### config.mk
export PLATFORM = sky130hd
export DESIGN_NAME = tug_input_pulser
export DESIGN_NICKNAME = d
export VERILOG_FILES = /design/src/rtl/tug_input_pulser.sv
export SDC_FILE = /design/constraint.sdc
export NUM_CORES = 1
export LEC_CHECK = 0
export ABC_AREA = 1
export CAP_MARGIN = 20
export CORE_ASPECT_RATIO = 1.1
export CORE_MARGIN = 2
export CORE_UTILIZATION = 35
export CTS_CLUSTER_SIZE = 16
export DETAILED_ROUTE_END_ITERATION = 12
export GPL_TIMING_DRIVEN = 0
export MAX_ROUTING_LAYER = met4
export PLACE_DENSITY = 0.51
export SLEW_MARGIN = 20
export SYNTH_ARGS = -nofsm -noshare
export SYNTH_HDL_FRONTEND = slang
export SYNTH_SLANG_ARGS = --single-unit
export TNS_END_PERCENT = 50
### constraint.sdc
create_clock -name clk -period 1.63 [get_ports clk]
set_input_delay 0.2445 -clock clk [delete_from_list [all_inputs] [get_ports clk]]
set_output_delay 0.2445 -clock clk [all_outputs]
set_load 0.03 [all_outputs]
### src/rtl/tug_input_pulser.sv
// Player-input front end: synchronizes and debounces the active-low keys and emits one-cycle press pulses on L/R.
// Optional macro TUG_INPUT_PULSER_CPU_PLAYER_EN replaces the right player with an LFSR-driven computer opponent.
module tug_input_pulser #(
    parameter int DEBOUNCE_CYCLES = 4,
    parameter int PACE_CYCLES     = 8
) (
    input  logic       clk,
    input  logic       reset,
    input  logic       key_l_n,
    input  logic       key_r_n,
    input  logic [9:0] difficulty,
    output logic       L,
    output logic       R
);
    localparam logic [7:0] CNT_LAST = 8'(DEBOUNCE_CYCLES - 1);

    logic [1:0] key_n;
    logic [1:0] press;

    assign key_n = {key_r_n, key_l_n};

    // Index 0 is the left key, index 1 the right key; both paths are identical.
    genvar gi;
    generate
        for (gi = 0; gi < 2; gi++) begin : g_key
            logic       sync1_q, sync1_d;
            logic       sync2_q, sync2_d;
            logic       st_q, st_d;
            logic [7:0] cnt_q, cnt_d;
            logic       press_q, press_d;

            always_comb begin
                sync1_d = ~key_n[gi];
                sync2_d = sync1_q;
                st_d    = st_q;
                cnt_d   = cnt_q;
                if (sync2_q == st_q) begin
                    cnt_d = 8'd0;
                end else if (cnt_q == CNT_LAST) begin
                    st_d  = ~st_q;
                    cnt_d = 8'd0;
                end else begin
                    cnt_d = cnt_q + 8'd1;
                end
                // Pulse only on the accepted released-to-pressed transition.
                press_d = st_d & ~st_q;
            end

            always_ff @(posedge clk) begin
                if (reset) begin
                    sync1_q <= 1'b0;
                    sync2_q <= 1'b0;
                    st_q    <= 1'b0;
                    cnt_q   <= 8'd0;
                    press_q <= 1'b0;
                end else begin
                    sync1_q <= sync1_d;
                    sync2_q <= sync2_d;
                    st_q    <= st_d;
                    cnt_q   <= cnt_d;
                    press_q <= press_d;
                end
            end

            assign press[gi] = press_q;
        end
    endgenerate

    assign L = press[0];

`ifdef TUG_INPUT_PULSER_CPU_PLAYER_EN
    localparam logic [15:0] PACE_LAST = 16'(PACE_CYCLES - 1);

    logic [9:0]  lfsr_q, lfsr_d;
    logic [15:0] pace_q, pace_d;
    logic        r_q, r_d;
    logic        unused_key_r;

    always_comb begin
        // Fibonacci x^10 + x^7 + 1; seeded non-zero so it never locks up.
        lfsr_d = {lfsr_q[8:0], lfsr_q[9] ^ lfsr_q[6]};
        pace_d = (pace_q == PACE_LAST) ? 16'd0 : pace_q + 16'd1;
        r_d    = (pace_q == PACE_LAST) && (difficulty > lfsr_q);
    end

    always_ff @(posedge clk) begin
        if (reset) begin
            lfsr_q <= 10'h001;
            pace_q <= 16'd0;
            r_q    <= 1'b0;
        end else begin
            lfsr_q <= lfsr_d;
            pace_q <= pace_d;
            r_q    <= r_d;
        end
    end

    // The right key path stays built so both builds share one key front end.
    assign unused_key_r = press[1];
    assign R            = r_q;
`else
    logic unused_difficulty;

    assign unused_difficulty = ^difficulty;
    assign R                 = press[1];
`endif

endmodule

; ---- Yosys cells after proc, flatten, opt, wreduce, memory -nomap -nowiden
; Index checks and enable logic that the tools add are counted.
[word_totals]
output_inout_bits = 2
rom_bits = 0
latchBits = 0
register_bits = 24
ramBits = 0
n_memories = 0
word_cells = 28
[op_classes]
n_bitwise = 6
n_reduce_logical = 2
eq_ne = 4
n_shift = 0
n_addsub = 2
mux = 4
div_mod_pow = 0
multipliers = 0
order_cmp = 0
[op_table]
columns = cell, n
row1 = $add A8 B1 Y8 const B, 2
row2 = $eq A8 B2 Y1 const B, 2
row3 = $reduce_or A3 Y1, 2
row4 = $mux W1, 4
row5 = $not A1 Y1, 4
row6 = $and A1 B1 Y1, 2
row7 = $eq A1 B1 Y1, 2

; ---- Longest topological paths before layout
[depth]
word_depth = 4
ltp_mapped = 7
depth_no_buf = 7

; ---- Least setup slack after synthesis
; No wires, ideal clock.
[synth_timing]
kind = register to register
startpoint = register g_key[1].cnt_q[0]
endpoint = register g_key[1].cnt_q[6]
period_less_slack_ps = 1133
n_path_buf = 0
path_stages_with_launch = 7
arrival_time_ps = 1012
required_ps = 1510
path_slack_ps = 497
cell_sequence = dfxtp_1 -> ha_1 -> nand2_1 -> nor2_1 -> nand2_2 -> nand2_4 -> a21oi_2
[synth_via]
elab_chain_cells = 2
[synth_lines]
columns = item, line_no
row1 = "start, declared", 29  ; logic [7:0] cnt_q, cnt_d;
row2 = "start signal, assigned", 60  ; cnt_q <= cnt_d;
row3 = branches (longest 2 deep; another with $add A8 B1 Y8), n/a
; Several ways; the timed one is not identified.
; A chain may end at the register's enable or synchronous reset.

; ---- Final worst setup path
[layout_timing]
startpoint = register g_key[1].press_q, in the netlist R
endpoint = output port R
[layout_rtl]
columns = item, line_no
row1 = "start, declared", 30  ; logic press_q, press_d;
row2 = "start signal, assigned", 61  ; press_q <= press_d;
row3 = "end, declared", 13  ; output logic R
; No word-level cell between the ends.

==> summary.txt <==
Status
  – Outcome: finished clean

Hold path
  – Hold Crit Depth: 2
  – Worst Hold Path EP: g_key[1].sync2_q$_SDFF_PP0_
  – Min-delay worst type: reg2reg
  – Hold_sp: g_key[1].sync1_q$_SDFF_PP0_

Placement
  – Port bufs: 5
  – GP Congestion: 0.870
  – DP Cell Count: 202
  – HPWL Detailed: 1460 um

Yosys
  – Yosys reg bits: 24
  – Synth Area in Compound Gates: 0.0434
  – Synthesized area: 0.00115 mm^2
  – Mapped Nets: 179
  – Synth Area in XOR/XNOR: 0.0304
  – Synth warnings: 0
  – Yosys top cell area share: 0.417
  – Syn avg cell area: 7.07 um^2
  – Synth cell types: 19
  – Post-Synth Simple-Gate Area: 0.383
  – Largest family of logic cells by synthesized area: simple AND/OR/NAND/NOR gates
  – Synth top area cells: dfxtp_1 (42%), nand2_1 (11%), inv_1 (8.5%)
  – Cells after synthesis: 163
  – Seq/Total Area, Yosys: 0.417
  – Mux share of post-synthesis cell area: 0
  – Post-Synth Adder-Cell Area: 0.0217
  – Biggest area consumer among synthesized cells: dfxtp_1

Global route
  – Tot GR Track Use: 0.120
  – First-pass GRT wire length: 3420 um
  – Vias in the first global route: 898
  – Grt ovf: 0
  – Largest net degree at the start of global routing: 14
  – Antenna violations before repair: 0

Routing
  – DR iter-0 viols: 25
  – Via count: 919
  – Final ANT Viol Nets: 0
  – DRT Wirelength: 1840 um
  – DR pass1 iterations: 4
  – DR WL/cell: 8.94 um
  – DR vias/cell: 4.46
  – # DRC: 0

Worst setup path
  – Largest delay share family, worst path: buffers and inverters
  – CP Capture Type: output pin
  – Critical Path, Cell by Cell: clkdlybuf4s50_1
  – Slowest CP cell: clkdlybuf4s50_1
  – WP buf/inv: 1
  – RR Startpoint: g_key[1].cnt_q[0]$_SDFF_PP0_
  – Worst-path maximum fanout: 1
  – Setup CP Type: reg2out
  – Startpoint Class: flop
  – FF-to-FF path depth: 6
  – Critical Path Max Stage Delay: 660 ps
  – Critical Path RT: 1390 ps
  – Arrival @ worst endpoint: 1290 ps
  – Critical R2R Capture: g_key[1].cnt_q[4]$_SDFF_PP0_
  – Flop2flop setup slack: 390 ps

Clock network
  – CTS tree: done
  – Post-CTS sizing: 0
  – H-tree Lvls: 1
  – Setup bufs post-CTS: 0
  – Max clock buf depth: 2
  – Worst skew pair latency: 300 ps
  – CTS clk-pin slew, worst paths: 130 ps
  – CTS Buf Count: 3
  – # clock sinks: 24
  – Root buf cell: clkbuf_4
  – CTS Hold Buffers Added: 0

Timing
  – Clock Skews: 1.15 ps
  – Fin Setup TNS: 0 ps
  – Hold Vio Cnt, Final: 0
  – Minimum clock period: 1530 ps
  – Final setup fails: 0
  – Max_slew headroom: 0.797
  – Final period util: 0.941
  – Actual slew at the worst max-slew pin: 303 ps
  – Fmax: 0.652 GHz
  – Final slew viol count: 0
  – RSZ-0062 raised after global routing: no

Finish
  – Syn-to-layout area delta: 11.2%
  – Finished Layout Cells: 206
  – Antenna cells: 0
  – Nets: 189
  – Layout cell share with drive strength beyond 1: 0.198

Pwr
  – P_int: 741 uW
  – Worst VDD drop: 0.335 mV
  – Lkg Pwr: 0.527 nW
  – Switching share of power: 0.203
  – Power Dens Cells: 726 mW/mm^2
  – Reg power frac: 0.642
  – P_sw: 189 uW
  – Clock share of power: 0.330
  – Combinational fraction of design power: 0.029

Floorplanning
  – Die Span Y: 64.2 um
  – Die width: 58.7 um
  – Die area: 0.00377 mm^2
  – Core area: 0.00310 mm^2
  – Rows: 21
  – Initial Util: 0.372
  – # IOs: 16

Job
  – Max Cap Viol: 0
tightest hold or removal path, stage by stage, from the launching register on:
cell	delay (ps)
dfxtp_1	320
inv_1	40
nor2_1	30
layout by cell type, fill, tap and decap left out:
master | netlist | routed
nand3_2 | 1 | 1
nand4_1 | 3 | 3
nor2_1 | 24 | 24
o21ai_1 | 2 | 2
nand3_1 | 12 | 12
nand2_1 | 34 | 34
xor2_1 | 3 | 3
nand2_4 | 2 | 2
clkinv_1 | 1 | 1
ha_1 | 2 | 2
clkbuf_8 | 0 | 1
or2_2 | 1 | 1
inv_1 | 26 | 26
xnor2_1 | 1 | 1
nand2_2 | 4 | 4
a21oi_2 | 4 | 4
o21ai_0 | 1 | 1
nor2_2 | 13 | 13
clkdlybuf4s50_1 | 0 | 5
clkbuf_4 | 0 | 3
dfxtp_1 | 24 | 24
inv_2 | 5 | 5
routing by layer:
layer	global-route usage	share of wire
met5	-	0
met2	0.201	0.52
met1	0.134	0.45
met3	0.0182	0.021
met4	0.0653	0.012
area by class of cell:
cell class | instances | area (um^2)
flip-flops and latches | 24 | 480
well taps | 34 | 42.5
repair buffers | 5 | 50.0
multi-input cells | 107 | 552
fillers | 329 | 1820
clock buffers | 4 | 36.3
inverters | 32 | 120
power by group through the flow:
stage / Sequential, mW / Clock (mW) / Combinational (mW)
after CTS: 0.597 / 0.336 / 0.0278
after global routing: 0.598 / 0.361 / 0.0312
after floorplan: 0.609 / 0 / 0.0158
after global placement: 0.609 / 0 / 0.0274
final: 0.596 / 0.306 / 0.0269
after detailed placement: 0.610 / 0 / 0.0277
logic make-up (layout without fill, tap and decap cells):
family	count (synthesis)	count (layout)
xor+xnor	4	4
fa+ha+maj	2	2
buf+inv	32	41
compound gates	7	7
flops	24	24
simple gates	94	94
flip-flops by register name, summed over array words and instances, names as in the netlist:
signal and cells:
g_key.cnt_q 16, g_key.sync1_q 2, L 1, g_key.sync2_q 2
g_key.st_q 2, R 1
worst max-delay path by stage:
stage	start	endpoint	depth (start not counted)
after floorplan	g_key[1].cnt_q[0]$_SDFF_PP0_	g_key[1].cnt_q[6]$_SDFF_PP0_	6
after global placement	reset	g_key[1].cnt_q[2]$_SDFF_PP0_	6
after detailed placement	reset	g_key[0].cnt_q[0]$_SDFF_PP0_	6
after CTS	R$_SDFF_PP0_	R	1
after global routing	R$_SDFF_PP0_	R	1
final	R$_SDFF_PP0_	R	1
cell usage after synthesis:
cell type / instances
ha_1: 2
or2_2: 1
dfxtp_1: 24
nor2_1: 24
inv_1: 26
o21ai_1: 2
o21ai_0: 1
inv_2: 5
nand2_2: 4
nand3_1: 12
nand2_4: 2
nand3_2: 1
xor2_1: 3
xnor2_1: 1
clkinv_1: 1
nand2_1: 34
a21oi_2: 4
nand4_1: 3
nor2_2: 13
through the flow:
step / util / area [um^2] / hold slack (ps) / power [mW] / worst slack, ps
6_report: 0.413 / 1280 / 411 / 0.930 / 95.6
5_1_grt: 0.413 / 1280 / 433 / 0.990 / 27.1
4_1_cts: 0.413 / 1280 / 415 / 0.960 / 60.9
3_5_place_dp: 0.402 / 1240 / 396 / 0.637 / 214
3_3_place_gp: 0.402 / 1240 / 394 / 0.637 / 213
2_1_floorplan: - / 1150 / 311 / 0.625 / 497
Note: power is estimated with default switching activity, not from simulation.
